## config.mk

```make
export PLATFORM = sky130hd
export DESIGN_NAME = iterative_divider_flat
export DESIGN_NICKNAME = d
export VERILOG_FILES = /design/src/rtl/iterative_divider_if.sv /design/src/rtl/iterative_divider.sv /design/src/flat_wrapper.sv
export SDC_FILE = /design/constraint.sdc
export NUM_CORES = 1
export LEC_CHECK = 0
export BUFFER_PORTS_ARGS = -buffer_cell sky130_fd_sc_hd__buf_2
export CAP_MARGIN = 10
export CORE_MARGIN = 5
export CORE_UTILIZATION = 40
export CTS_CLUSTER_SIZE = 28
export DETAILED_ROUTE_END_ITERATION = 8
export GPL_TIMING_DRIVEN = 0
export PLACE_DENSITY = 0.59
export SETUP_SLACK_MARGIN = 0.4
export SYNTH_ARGS = -nofsm -noshare
export SYNTH_HDL_FRONTEND = slang
export SYNTH_SLANG_ARGS = --single-unit
```

## constraint.sdc

```tcl
create_clock -name clock -period 6.2 [get_ports clock]
set_input_delay 1.24 -clock clock [delete_from_list [all_inputs] [get_ports clock]]
set_output_delay 1.24 -clock clock [all_outputs]
set_load 0.01 [all_outputs]
```

## src/rtl/iterative_divider_if.sv

```systemverilog
// Request/response bundle for iterative_divider: start and operands in, busy and result out.
interface iterative_divider_if #(
  parameter int WIDTH = 32
);
  logic             start;
  logic [1:0]       operation;
  logic [WIDTH-1:0] operand_a;
  logic [WIDTH-1:0] operand_b;
  logic             busy;
  logic             result_valid;
  logic [WIDTH-1:0] result;

  modport master (
    output start, operation, operand_a, operand_b,
    input  busy, result_valid, result
  );

  modport slave (
    input  start, operation, operand_a, operand_b,
    output busy, result_valid, result
  );
endinterface

```

## src/rtl/iterative_divider.sv

```systemverilog
// RV32M DIV/DIVU/REM/REMU by restoring shift-subtract, one quotient bit per clock.
// Define DIVIDER_EARLY_OUT_EN to finish divide-by-zero and signed overflow directly from IDLE.
module iterative_divider #(
  parameter int WIDTH = 32
) (
  input  logic                 clock,
  input  logic                 reset,
  iterative_divider_if.slave   bus
);

  localparam int CNT_W = $clog2(WIDTH);
  localparam logic [CNT_W-1:0] CNT_LAST = CNT_W'(WIDTH - 1);
  localparam logic [CNT_W-1:0] CNT_ONE  = CNT_W'(1);
  localparam logic [WIDTH-1:0] ONE      = WIDTH'(1);

  typedef enum logic [1:0] {
    ST_IDLE = 2'b00,
    ST_RUN  = 2'b01,
    ST_FIX  = 2'b10
  } state_t;

  function automatic logic [WIDTH-1:0] negate(input logic [WIDTH-1:0] value);
    return ~value + ONE;
  endfunction

  state_t           state_r,  state_next_s;
  logic [WIDTH:0]   rem_r,    rem_next_s;
  logic [WIDTH-1:0] quo_r,    quo_next_s;
  logic [WIDTH-1:0] dvs_r,    dvs_next_s;
  logic [CNT_W-1:0] count_r,  count_next_s;
  logic             is_rem_r, is_rem_next_s;
  logic             q_neg_r,  q_neg_next_s;
  logic             r_neg_r,  r_neg_next_s;
  logic [WIDTH-1:0] result_r, result_next_s;
  logic             valid_r,  valid_next_s;
  logic             busy_r;

  logic             signed_op_s, sign_a_s, sign_b_s, b_zero_s;
  logic [WIDTH-1:0] abs_a_s, abs_b_s;
  logic [WIDTH+1:0] shifted_s;
  logic [WIDTH:0]   diff_s;
  logic             ge_s;
  logic [WIDTH-1:0] q_fix_s, r_fix_s;

  assign signed_op_s = ~bus.operation[0];
  assign sign_a_s    = signed_op_s & bus.operand_a[WIDTH-1];
  assign sign_b_s    = signed_op_s & bus.operand_b[WIDTH-1];
  assign b_zero_s    = (bus.operand_b == {WIDTH{1'b0}});
  // The most negative value maps onto itself, which read unsigned is 2^(WIDTH-1).
  assign abs_a_s     = sign_a_s ? negate(bus.operand_a) : bus.operand_a;
  assign abs_b_s     = sign_b_s ? negate(bus.operand_b) : bus.operand_b;

  assign shifted_s   = {rem_r, quo_r[WIDTH-1]};
  assign ge_s        = (shifted_s >= {2'b00, dvs_r});
  assign diff_s      = shifted_s[WIDTH:0] - {1'b0, dvs_r};

  assign q_fix_s     = q_neg_r ? negate(quo_r) : quo_r;
  assign r_fix_s     = r_neg_r ? negate(rem_r[WIDTH-1:0]) : rem_r[WIDTH-1:0];

`ifdef DIVIDER_EARLY_OUT_EN
  logic             overflow_s, special_s;
  logic [WIDTH-1:0] early_result_s;

  assign overflow_s = signed_op_s
                    & (bus.operand_a == {1'b1, {(WIDTH-1){1'b0}}})
                    & (bus.operand_b == {WIDTH{1'b1}});
  assign special_s  = b_zero_s | overflow_s;

  // Architectural result for the two cases that bypass the iteration.
  always_comb begin
    early_result_s = {WIDTH{1'b1}};
    if (b_zero_s) begin
      early_result_s = bus.operation[1] ? bus.operand_a : {WIDTH{1'b1}};
    end else begin
      early_result_s = bus.operation[1] ? {WIDTH{1'b0}} : bus.operand_a;
    end
  end
`endif

  // Next-state and datapath update for IDLE/RUN/FIX.
  always_comb begin
    state_next_s  = state_r;
    rem_next_s    = rem_r;
    quo_next_s    = quo_r;
    dvs_next_s    = dvs_r;
    count_next_s  = count_r;
    is_rem_next_s = is_rem_r;
    q_neg_next_s  = q_neg_r;
    r_neg_next_s  = r_neg_r;
    result_next_s = result_r;
    valid_next_s  = 1'b0;
    case (state_r)
      ST_IDLE: begin
        if (bus.start) begin
          is_rem_next_s = bus.operation[1];
          // A zero divisor yields all-ones naturally; the quotient must not be negated.
          q_neg_next_s  = (sign_a_s ^ sign_b_s) & ~b_zero_s;
          r_neg_next_s  = sign_a_s;
          rem_next_s    = {(WIDTH+1){1'b0}};
          quo_next_s    = abs_a_s;
          dvs_next_s    = abs_b_s;
          count_next_s  = {CNT_W{1'b0}};
`ifdef DIVIDER_EARLY_OUT_EN
          if (special_s) begin
            result_next_s = early_result_s;
            valid_next_s  = 1'b1;
            state_next_s  = ST_IDLE;
          end else begin
            state_next_s  = ST_RUN;
          end
`else
          state_next_s  = ST_RUN;
`endif
        end else begin
          state_next_s = ST_IDLE;
        end
      end
      ST_RUN: begin
        rem_next_s   = ge_s ? diff_s : shifted_s[WIDTH:0];
        quo_next_s   = {quo_r[WIDTH-2:0], ge_s};
        count_next_s = count_r + CNT_ONE;
        if (count_r == CNT_LAST) begin
          state_next_s = ST_FIX;
        end else begin
          state_next_s = ST_RUN;
        end
      end
      ST_FIX: begin
        result_next_s = is_rem_r ? r_fix_s : q_fix_s;
        valid_next_s  = 1'b1;
        state_next_s  = ST_IDLE;
      end
      default: begin
        state_next_s = ST_IDLE;
      end
    endcase
  end

  // State and datapath registers; reset discards any in-flight operation.
  always_ff @(posedge clock) begin
    if (reset) begin
      state_r  <= ST_IDLE;
      rem_r    <= {(WIDTH+1){1'b0}};
      quo_r    <= {WIDTH{1'b0}};
      dvs_r    <= {WIDTH{1'b0}};
      count_r  <= {CNT_W{1'b0}};
      is_rem_r <= 1'b0;
      q_neg_r  <= 1'b0;
      r_neg_r  <= 1'b0;
      result_r <= {WIDTH{1'b0}};
      valid_r  <= 1'b0;
      busy_r   <= 1'b0;
    end else begin
      state_r  <= state_next_s;
      rem_r    <= rem_next_s;
      quo_r    <= quo_next_s;
      dvs_r    <= dvs_next_s;
      count_r  <= count_next_s;
      is_rem_r <= is_rem_next_s;
      q_neg_r  <= q_neg_next_s;
      r_neg_r  <= r_neg_next_s;
      result_r <= result_next_s;
      valid_r  <= valid_next_s;
      busy_r   <= (state_next_s != ST_IDLE);
    end
  end

  assign bus.busy         = busy_r;
  assign bus.result_valid = valid_r;
  assign bus.result       = result_r;

endmodule

```

## src/flat_wrapper.sv

```systemverilog
// flat-port wrapper written by rule: the top's interface ports become plain ports
module iterative_divider_flat 
#(
  parameter int WIDTH = 32
)
  (clock, reset, bus_start, bus_operation, bus_operand_a, bus_operand_b, bus_busy, bus_result_valid, bus_result);
  iterative_divider_if #(.WIDTH(WIDTH)) bus_i ();
  input  logic clock;
  input  logic reset;
  input wire logic [$bits(bus_i.start)-1:0] bus_start;
  input wire logic [$bits(bus_i.operation)-1:0] bus_operation;
  input wire logic [$bits(bus_i.operand_a)-1:0] bus_operand_a;
  input wire logic [$bits(bus_i.operand_b)-1:0] bus_operand_b;
  output wire logic [$bits(bus_i.busy)-1:0] bus_busy;
  output wire logic [$bits(bus_i.result_valid)-1:0] bus_result_valid;
  output wire logic [$bits(bus_i.result)-1:0] bus_result;
  assign bus_i.start = bus_start;
  assign bus_i.operation = bus_operation;
  assign bus_i.operand_a = bus_operand_a;
  assign bus_i.operand_b = bus_operand_b;
  assign bus_busy = bus_i.busy;
  assign bus_result_valid = bus_i.result_valid;
  assign bus_result = bus_i.result;
  iterative_divider #(.WIDTH(WIDTH)) u_core (.clock(clock), .reset(reset), .bus(bus_i));
endmodule
```

==> run summary, run 1 <==
The flow ran to the end, and the final reports show no timing, DRC or antenna violations. The routed design could run at a clock period as short as 3.969 ns. The tools report the number of iterations in the first detailed-routing pass as 7. The period utilization works out to 64.02%. The net count of the finished layout is 1511. The number of hold-slack violations in the final timing report came out at 0. The type of the most critical hold path is reg2reg. Clock-pin slew was measured on the worst setup and hold paths at 0.07 ns. The tree is rooted in a sky130_fd_sc_hd__clkbuf_16. The transition time at the pin with the least slew margin was 1.074 ns; the power density relative to cell area was 530.1 nW/µm². The logs give 0 for the number of antenna violations at the first check in global routing and 0 for the number of diodes added for antenna fixing. STA classifies the critical path startpoint as a register. The detailed router placed 10.06k vias in this run. The library cells used most frequently in the layout, excluding fill and tap cells, are sky130_fd_sc_hd__nand2_1 (142), sky130_fd_sc_hd__dfxtp_1 (141), sky130_fd_sc_hd__nor2_1 (124).

The die covers 27920 µm². For the worst setup path, the data arrival time is 4.28 ns. The maximum clock insertion buffer count was 2; the distinct cell type count of the synthesized netlist was 66. The number of vias per cell works out to 5.782. The tools report the routability congestion estimate as 0.9004.

In this run the remaining antenna-violating nets after routing total 0. The average detailed-routed wire length per instance is 18.82 µm, and the maximum operating frequency is 0.2520 GHz. The share of async-settable or async-resettable flops after synthesis works out to 0%. The H-tree depth is 4, and the setup clock skew after layout is 0.01328 ns. The number of filler cells placed in the layout came out at 2499. The number of buffers inserted by post-CTS setup repair was 0.

In this run, post-CTS repair resized a total of 0 instances. After detailed routing, the total wire length is 32750 µm. Setup repair after global routing left no endpoint under its margin. The post-route netlist has 10.81% of its cells at a drive strength greater than 1. Clock latency on the worst-skew pair, taken at its later pin, is 0.43 ns. The worst-case IR drop observed on VDD is 301.0 µV. The setup path with the least slack is of type reg2reg. Along the worst path, the maximum fanout reaches 10. Most common library cell in the layout ignoring fill and taps: sky130_fd_sc_hd__nand2_1.

Headroom to the max-slew limit came out at 27.75%. After routing, the total negative slack on setup checks comes to 0 ns. Clock tree synthesis inserted a total of 17 buffers.

The completed layout was analyzed and its total power is 6.022 mW. The DRC violations left is 0, and the cell area after synthesis is 9871 µm². The first global-routing pass estimated 51470 µm of wire. The kind of end point of the critical path was a register.

In this run the critical register-to-register path is captured at u_core.rem_r[22]$_SDFFE_PP0P_. In the final layout, flip-flops and latches occupy 2823 µm². The finished layout holds 1740 standard cells, fillers aside.

STA puts the critical path data required time at 6.52 ns. Global routing finished with a remaining overflow of 0. After floorplanning, the core was divided into 57 placement rows.

The final-report setup violation count was 0; the number of synthesized flops with an enable pin was 0. The tools report the multi-input logic area as 6545 µm². Dominant register cell in the synthesized netlist: sky130_fd_sc_hd__dfxtp_1. The number of input and output port buffers inserted is 101, and the number of warnings reported in the yosys synthesis log is 0. In this run the count of I/O pins placed on the die edge is 103.

In this run the standard cell core region covers 24320 µm². Origin of the critical flop-to-flop path: u_core.quo_r[31]$_SDFFE_PP0P_. The tool flagged a number of max-cap violations equal to 0. The cell count after synthesis came out at 1283. The placed instance count is 1708, and the starting density of the core is 40.59%. The worst register-to-register path has a depth of 13.

Averaged over all synthesized cells, the footprint is 7.693 µm². The horizontal die dimension is 167.1 µm. The logs give 28.60% for the sequential element share of the synthesized area and 0 for the max-slew violation count.

The total routing usage reported by global routing came out at 22.77%. Entering global routing, the biggest net connects 17 pins. TritonCTS built the clock tree.

Tracing the worst setup path back leads to its startpoint at u_core.quo_r[31]$_SDFFE_PP0P_. Post-synthesis to final-layout area growth: 15.10%. The die is 167.1 µm tall. The analysis attributes to cell leakage a power of 4.576 nW. Counting every net in the synthesized netlist gives 1391. In this run, synthesis produced a sequential element count of 141.

For the via count of the first global-routing pass, the log shows 9285. The clock drives 141 sinks. Final hold analysis gives a worst-case slack of 0.4435 ns. The total half-perimeter wirelength after legalization and detailed placement is 25850 µm, and the number of DRC markers after the initial detailed-route iteration is 859. For this design, the CTS-stage hold fixing added 0 buffers. The most critical setup path has its endpoint at u_core.rem_r[22]$_SDFFE_PP0P_. The tools report the worst setup slack for register-to-register paths as 2.23 ns.
[layer usage]
layer	global-route usage, %	share of wire (%)
met1	33.64	49
met3	3.041	5.7
met5	0	0
met4	4.838	1.3
met2	35.51	44
[final cells by class]
type / instances / area share (%)
Timing Repair Buffer: 101 / 4.449
Buffer: 83 / 2.841
Inverter: 48 / 1.586
Multi-Input combinational cell: 1011 / 57.61
Sequential cell: 141 / 24.85
Tap cell: 324 / 3.568
Clock inverter: 11 / 0.9581
Clock buffer: 21 / 4.141
[critical path, stage by stage, from the launching register on]
cell                       delay (ns)
sky130_fd_sc_hd__dfxtp_1         0.44
sky130_fd_sc_hd__inv_1           0.10
sky130_fd_sc_hd__ha_1            0.16
sky130_fd_sc_hd__inv_1           0.05
sky130_fd_sc_hd__fa_1            0.40
sky130_fd_sc_hd__a21o_1          0.23
sky130_fd_sc_hd__a221oi_1        0.50
sky130_fd_sc_hd__o31ai_1         0.23
sky130_fd_sc_hd__a21bo_2         0.29
sky130_fd_sc_hd__a21o_1          0.24
sky130_fd_sc_hd__a31oi_4         0.44
sky130_fd_sc_hd__clkbuf_1        0.50
sky130_fd_sc_hd__nand3b_1        0.21
sky130_fd_sc_hd__nand2_1         0.05
[metrics by stage]
step                util (%)  cell area, µm²  setup WS, ns
finish                 46.72           11360         2.231
CTS                    46.72           11360         2.353
detailed placement     44.33           10780         2.257
global placement       44.33           10780         2.275
floorplan                  -            9871         2.976
global route           46.72           11360         2.119
[registers in the layout, summed over array words and instances, names as in the netlist]
name                     count
u_core.bus.result_valid      1
u_core.dvs_r                32
u_core.state_r               2
u_core.bus.result           32
u_core.rem_r                33
u_core.q_neg_r               1
u_core.quo_r                32
u_core.r_neg_r               1
u_core.bus.busy              1
u_core.count_r               5
u_core.is_rem_r              1
[report_power, final]
part | switching [mW] | internal, mW | leakage, nW | total (mW)
logic | 2.21 | 1.49 | 3.15 | 3.70
registers | 0.261 | 1.04 | 1.15 | 1.30
clock network | 0.433 | 0.588 | 0.273 | 1.02
total | 2.91 | 3.12 | 4.58 | 6.02
[worst min path at each step]
| stage | slack [ns] | start | endpoint | depth (start not counted) |
|---|---|---|---|---|
| detailed placement | 0.44 | u_core.bus.result[29]$_SDFFE_PP0P_ | u_core.bus.result[29]$_SDFFE_PP0P_ | 2 |
| global placement | 0.44 | u_core.bus.result[29]$_SDFFE_PP0P_ | u_core.bus.result[29]$_SDFFE_PP0P_ | 2 |
| CTS | 0.45 | u_core.bus.result[29]$_SDFFE_PP0P_ | u_core.bus.result[29]$_SDFFE_PP0P_ | 2 |
| finish | 0.44 | u_core.bus.result[29]$_SDFFE_PP0P_ | u_core.bus.result[29]$_SDFFE_PP0P_ | 2 |
| floorplan | 0.43 | u_core.dvs_r[31]$_SDFFE_PP0P_ | u_core.dvs_r[31]$_SDFFE_PP0P_ | 2 |
| global route | 0.47 | u_core.bus.result[29]$_SDFFE_PP0P_ | u_core.bus.result[29]$_SDFFE_PP0P_ | 2 |
[logic make-up after synthesis]
family          share of synthesized area [%]
fa+ha+maj                               5.020
buf+inv                                 5.096
compound gates                          27.30
mux                                     3.156
simple gates                            19.20
flops                                   28.60
xor+xnor                                11.62
[Yosys cell counts, types with 13 or more instances]
master / instances / area share, %
sky130_fd_sc_hd__o211ai_1: 29 / 2.2
sky130_fd_sc_hd__nand3_1: 13 / 0.66
sky130_fd_sc_hd__a21oi_1: 96 / 4.9
sky130_fd_sc_hd__o31ai_1: 29 / 2.2
sky130_fd_sc_hd__a211oi_1: 29 / 2.2
sky130_fd_sc_hd__mux2i_1: 30 / 3.0
sky130_fd_sc_hd__a222oi_1: 27 / 2.7
sky130_fd_sc_hd__or4_1: 13 / 0.99
sky130_fd_sc_hd__o21ai_0: 90 / 4.6
sky130_fd_sc_hd__a21o_1: 17 / 1.3
sky130_fd_sc_hd__xnor2_1: 60 / 5.3
sky130_fd_sc_hd__xor2_1: 71 / 6.3
sky130_fd_sc_hd__nor3_1: 21 / 1.1
sky130_fd_sc_hd__nor2_1: 124 / 4.7
sky130_fd_sc_hd__nand2_1: 142 / 5.4
sky130_fd_sc_hd__clkbuf_1: 72 / 2.7
sky130_fd_sc_hd__or3_1: 23 / 1.5
sky130_fd_sc_hd__ha_1: 38 / 4.8
sky130_fd_sc_hd__inv_1: 48 / 1.8
sky130_fd_sc_hd__nand2b_1: 14 / 0.89
sky130_fd_sc_hd__dfxtp_1: 141 / 29
Power figures use the tool's default switching activity.
==> run 2, diff against run 1 <==
--- a/config.mk
+++ b/config.mk
@@ -5,6 +5,7 @@
 export SDC_FILE = /design/constraint.sdc
 export NUM_CORES = 1
 export LEC_CHECK = 0
+export ABC_AREA = 1
 export BUFFER_PORTS_ARGS = -buffer_cell sky130_fd_sc_hd__buf_2
 export CAP_MARGIN = 10
 export CORE_MARGIN = 5
@@ -12,7 +13,7 @@
 export CTS_CLUSTER_SIZE = 28
 export DETAILED_ROUTE_END_ITERATION = 8
 export GPL_TIMING_DRIVEN = 0
-export PLACE_DENSITY = 0.59
+export PLACE_DENSITY = 0.58
 export SETUP_SLACK_MARGIN = 0.4
 export SYNTH_ARGS = -nofsm -noshare
 export SYNTH_HDL_FRONTEND = slang
==> constraint.sdc (replaced) <==
create_clock -name clock -period 4.13 [get_ports clock]
set_input_delay 0.826 -clock clock [delete_from_list [all_inputs] [get_ports clock]]
set_output_delay 0.826 -clock clock [all_outputs]
set_load 0.01 [all_outputs]
==> run 2 against run 1 <==
Highest routed layer unchanged. Sequential power grew 40%. Critical endpoint is now u_core.rem_r[32]$_SDFFE_PP0P_. Utilization down 1.2 points. Clock power increased by 60%.
==> run summary, run 2 <==
The flow ran to the end, and the final reports show no timing, DRC or antenna violations. The die area was 34100 µm² (was 27920 µm²). The number of synthesized flops with an enable pin is 0 (unchanged). The logs give 37.79% (was 33.64%) for the met1 track utilization from global routing and 2823 µm² (unchanged) for the register cell area after layout. The post-synthesis to final-layout area growth works out to 13.22% (was 15.10%). The register bit count reported by yosys came out at 141 (unchanged). Cell area after synthesis: 12200 µm² (was 9871 µm²).

The run gives 1.488 ns (was 2.231 ns) as the final setup slack of the worst path. The power density relative to cell area is 734.6 nW/µm² (was 530.1 nW/µm²). For the remaining antenna violation count, the log shows 0 (unchanged). TritonCTS built the clock tree. The number of cells in the finished layout apart from fillers came out at 2663 (was 1740).

Cell types occupying the most area after synthesis: sky130_fd_sc_hd__dfxtp_1 (23%), sky130_fd_sc_hd__nand2_1 (18%), sky130_fd_sc_hd__inv_1 (11%), sky130_fd_sc_hd__nand3_1 (9.7%), sky130_fd_sc_hd__nor2_1 (6.0%) (was sky130_fd_sc_hd__dfxtp_1 (29%), sky130_fd_sc_hd__xor2_1 (6.3%), sky130_fd_sc_hd__nand2_1 (5.4%), sky130_fd_sc_hd__xnor2_1 (5.3%), sky130_fd_sc_hd__a21oi_1 (4.9%)). The count of hold-fix buffers inserted at cts is 0 (unchanged). The dominant register cell in the synthesized netlist was sky130_fd_sc_hd__dfxtp_1 (unchanged).

The register containing the most flip-flops in the final layout was u_core.rem_r (unchanged). The logs give 1143 (was 859) for the number of DRC markers after the initial detailed-route iteration and 2241 (was 1391) for the post-synthesis net count. The largest area contributor in the netlist was sky130_fd_sc_hd__dfxtp_1 (unchanged). Multi-input logic area: 7679 µm² (was 6545 µm²).

The total vias in the final route came out at 14.01k (was 10.06k). For the maximum clock insertion buffer count, the log shows 2 (unchanged). The logs give 64 (was 57) for the site row count and 0 ns (unchanged) for the setup TNS.

For the max-slew violation count, the log shows 0 (unchanged). The final-report setup violation count came out at 0 (unchanged). Most frequent cells after synthesis: sky130_fd_sc_hd__nand2_1 (588), sky130_fd_sc_hd__inv_1 (350), sky130_fd_sc_hd__nand3_1 (236), sky130_fd_sc_hd__nor2_1 (194), sky130_fd_sc_hd__a21oi_1 (144) (was sky130_fd_sc_hd__nand2_1 (142), sky130_fd_sc_hd__dfxtp_1 (141), sky130_fd_sc_hd__nor2_1 (124), sky130_fd_sc_hd__a21oi_1 (96), sky130_fd_sc_hd__o21ai_0 (90)).

The number of diodes added for antenna fixing was 0 (unchanged); the sequential element share of the synthesized area was 23.13% (was 28.60%). The total half-perimeter wirelength after legalization and detailed placement is 37740 µm (was 25850 µm), and the max-slew headroom at the worst pin is 43.77% (was 27.75%). The number of buffers inserted by post-CTS setup repair is 0 (unchanged). For the routability congestion estimate, the log shows 0.9647 (was 0.9004). The run gives 0 (unchanged) as the number of hold-slack violations in the final timing report. The number of input and output port buffers inserted works out to 102 (was 101).

The tools report the clock root buffer master as sky130_fd_sc_hd__clkbuf_16 (unchanged). Global route total overflow: 0 (unchanged). The cell area reported after detailed placement was 13210 µm² (was 10780 µm²); the maximum VDD drop was 397.2 µV (was 301.0 µV). For the critical path required time, the log shows 4.49 ns (was 6.52 ns). The tools report the via count of the first global-routing pass as 12.99k (was 9285). The tools report the total length of routed wires as 45610 µm (was 32750 µm). The cell with the most instances after synthesis was sky130_fd_sc_hd__nand2_1 (unchanged).

Setup repair after global routing left no endpoint under its margin. The average detailed-routed wire length per instance is 17.13 µm (was 18.82 µm), and the distinct cell type count of the synthesized netlist is 54 (was 66). The logs give 3.750% (was 3.041%) for the met3 routing resource usage after global routing and 2631 (was 1708) for the placed instance count.

The run gives 13820 µm² (was 11360 µm²) as the cell area after layout. The clock-pin transition on the worst setup and hold timing paths is 0.07 ns (about the same), and the number of iterations in the first detailed-routing pass is 5 (was 7). The number of flip-flops under the largest register name works out to 33 (unchanged).

The signal arrival time at the worst endpoint is 3.00 ns (was 4.28 ns). DRC violations left: 0 (unchanged). First-pass GRT wire length: 71190 µm (was 51470 µm).

The final critical delay including setup and external delays works out to 2.642 ns (was 3.969 ns). The tools report the largest net degree at the start of global routing as 17 (unchanged). The type of the most critical hold path was reg2reg (unchanged).

The tools report the count of nets after finishing as 2362 (was 1511). The final standard cell utilization of the core is 45.53% (was 46.72%), and the highest fanout seen on the critical path is 4 (was 10). The tools report the number of warnings reported in the yosys synthesis log as 0 (unchanged). For the cell count after synthesis, the log shows 2133 (was 1283).

Total of cells resized after clock tree synthesis: 0 (unchanged). Routing layer with the top usage in global route: met2 (unchanged). Period utilization: 63.98% (was 64.02%). The run gives 42.38% (was 35.51%) as the global-route track usage on met2. The mean post-synth cell area is 5.722 µm² (was 7.693 µm²), and the number of buffers created by CTS is 17 (unchanged).

Kind of end point of the critical path: a register (unchanged). Number of violations of the max-capacitance limit: 0 (unchanged). The minimum hold slack is 0.4707 ns (was 0.4435 ns), and the maximum operating frequency is 0.3785 GHz (was 0.2520 GHz). The run gives 6.876 nW (was 4.576 nW) as the cell leakage power.

The number of antenna violations at the first check in global routing is 0 (unchanged). The vertical extent of the die is 184.7 µm (was 167.1 µm), and the number of top-level pins is 103 (unchanged). The sink count of the clock tree came out at 141 (unchanged).

Share of async-settable or async-resettable flops after synthesis: 0% (unchanged). Leading cell types in the layout, fill and taps excluded: sky130_fd_sc_hd__nand2_1 (588), sky130_fd_sc_hd__inv_1 (350), sky130_fd_sc_hd__nand3_1 (236) (was sky130_fd_sc_hd__nand2_1 (142), sky130_fd_sc_hd__dfxtp_1 (141), sky130_fd_sc_hd__nor2_1 (124)). The floorplan core area came out at 30350 µm² (was 24320 µm²). The transition time at the pin with the least slew margin was 0.8404 ns (was 1.074 ns). For the power consumption, the log shows 10.15 mW (was 6.022 mW). The run gives 4 (unchanged) as the H-tree depth. The fraction of post-synthesis cell area in the top cell type by area was 23.13% (was 28.60%); the post-placement setup slack was 1.269 ns (was 2.257 ns). Most common library cell in the layout ignoring fill and taps: sky130_fd_sc_hd__nand2_1 (unchanged). The launching element type of the critical path is a register (unchanged). Horizontal die dimension: 184.7 µm (was 167.1 µm). The share of post-route cells with drive strength above 1 was 8.866% (was 10.81%). The number of vias per cell is 5.262 (was 5.782), and the setup clock skew after layout is 0.01590 ns (was 0.01328 ns). The logs give 40.21% (was 40.59%) for the starting density of the core and 3349 (was 2499) for the number of filler cells placed in the layout. The tools report the total routing usage reported by global routing as 26.60% (was 22.77%). The critical path start-end classification was reg2reg (unchanged). For the source-to-sink clock delay at the later pin of the worst-skew pair, the log shows 0.44 ns (was 0.43 ns).
[run 2: path summary, 6_finish.rpt]
| check | start | end | slack, ns | depth (start not counted) |
|---|---|---|---|---|
| worst min-delay path | u_core.count_r[4]$_SDFFE_PP0P_ | u_core.count_r[4]$_SDFFE_PP0P_ | 0.47 | 2 |
| worst max-delay path | u_core.quo_r[31]$_SDFFE_PP0P_ | u_core.rem_r[32]$_SDFFE_PP0P_ | 1.49 | 15 |
| worst min register to register | u_core.count_r[4]$_SDFFE_PP0P_ | u_core.count_r[4]$_SDFFE_PP0P_ | 0.47 | 2 |
| worst max register to register | u_core.quo_r[31]$_SDFFE_PP0P_ | u_core.rem_r[32]$_SDFFE_PP0P_ | 1.49 | 15 |
[run 2: routing by layer]
layer / share of wire [%] / up-vias
met3: 6.6 / 61
li1: - / 7097
met2: 44 / 447
met5: 0 / -
met1: 47 / 6407
met4: 2.4 / 0
[run 2: worst max-delay path, cell delays in order, from the launching register on]
cell                      delay (ns)
sky130_fd_sc_hd__dfxtp_1        0.33
sky130_fd_sc_hd__inv_1          0.22
sky130_fd_sc_hd__ha_1           0.20
sky130_fd_sc_hd__inv_1          0.09
sky130_fd_sc_hd__fa_1           0.46
sky130_fd_sc_hd__nand3_1        0.11
sky130_fd_sc_hd__nand3_1        0.19
sky130_fd_sc_hd__nand2_1        0.11
sky130_fd_sc_hd__nand2_1        0.11
sky130_fd_sc_hd__nand2_1        0.08
sky130_fd_sc_hd__nand3_1        0.12
sky130_fd_sc_hd__nand2_1        0.17
sky130_fd_sc_hd__nand2_1        0.07
sky130_fd_sc_hd__nand2_1        0.07
sky130_fd_sc_hd__nand4_2        0.09
sky130_fd_sc_hd__a21oi_2        0.13
[run 2: cells by family (layout without fill, tap and decap cells)]
family	Yosys count	count (layout)	synth area share, %
simple gates	1159	1159	41.63
compound gates	334	334	15.21
flops	141	141	23.13
xor+xnor	28	28	2.009
fa+ha+maj	39	39	4.060
buf+inv	432	566	13.95
[run 2: cell type report]
type / instances / area share, %
flip-flops and latches: 141 / 20.43
plain buffers: 79 / 2.735
clock inverters: 12 / 1.159
inverters: 353 / 9.590
multi-input cells: 1560 / 55.57
well taps: 396 / 3.586
clock buffers: 20 / 3.233
repair buffers: 102 / 3.695
[run 2: where the power goes]
group	leakage [nW]	internal, mW	total, mW	switching (mW)
Combinational	5.44	2.28	6.71	4.42
Sequential	1.15	1.54	1.82	0.278
Clock	0.284	0.971	1.63	0.656
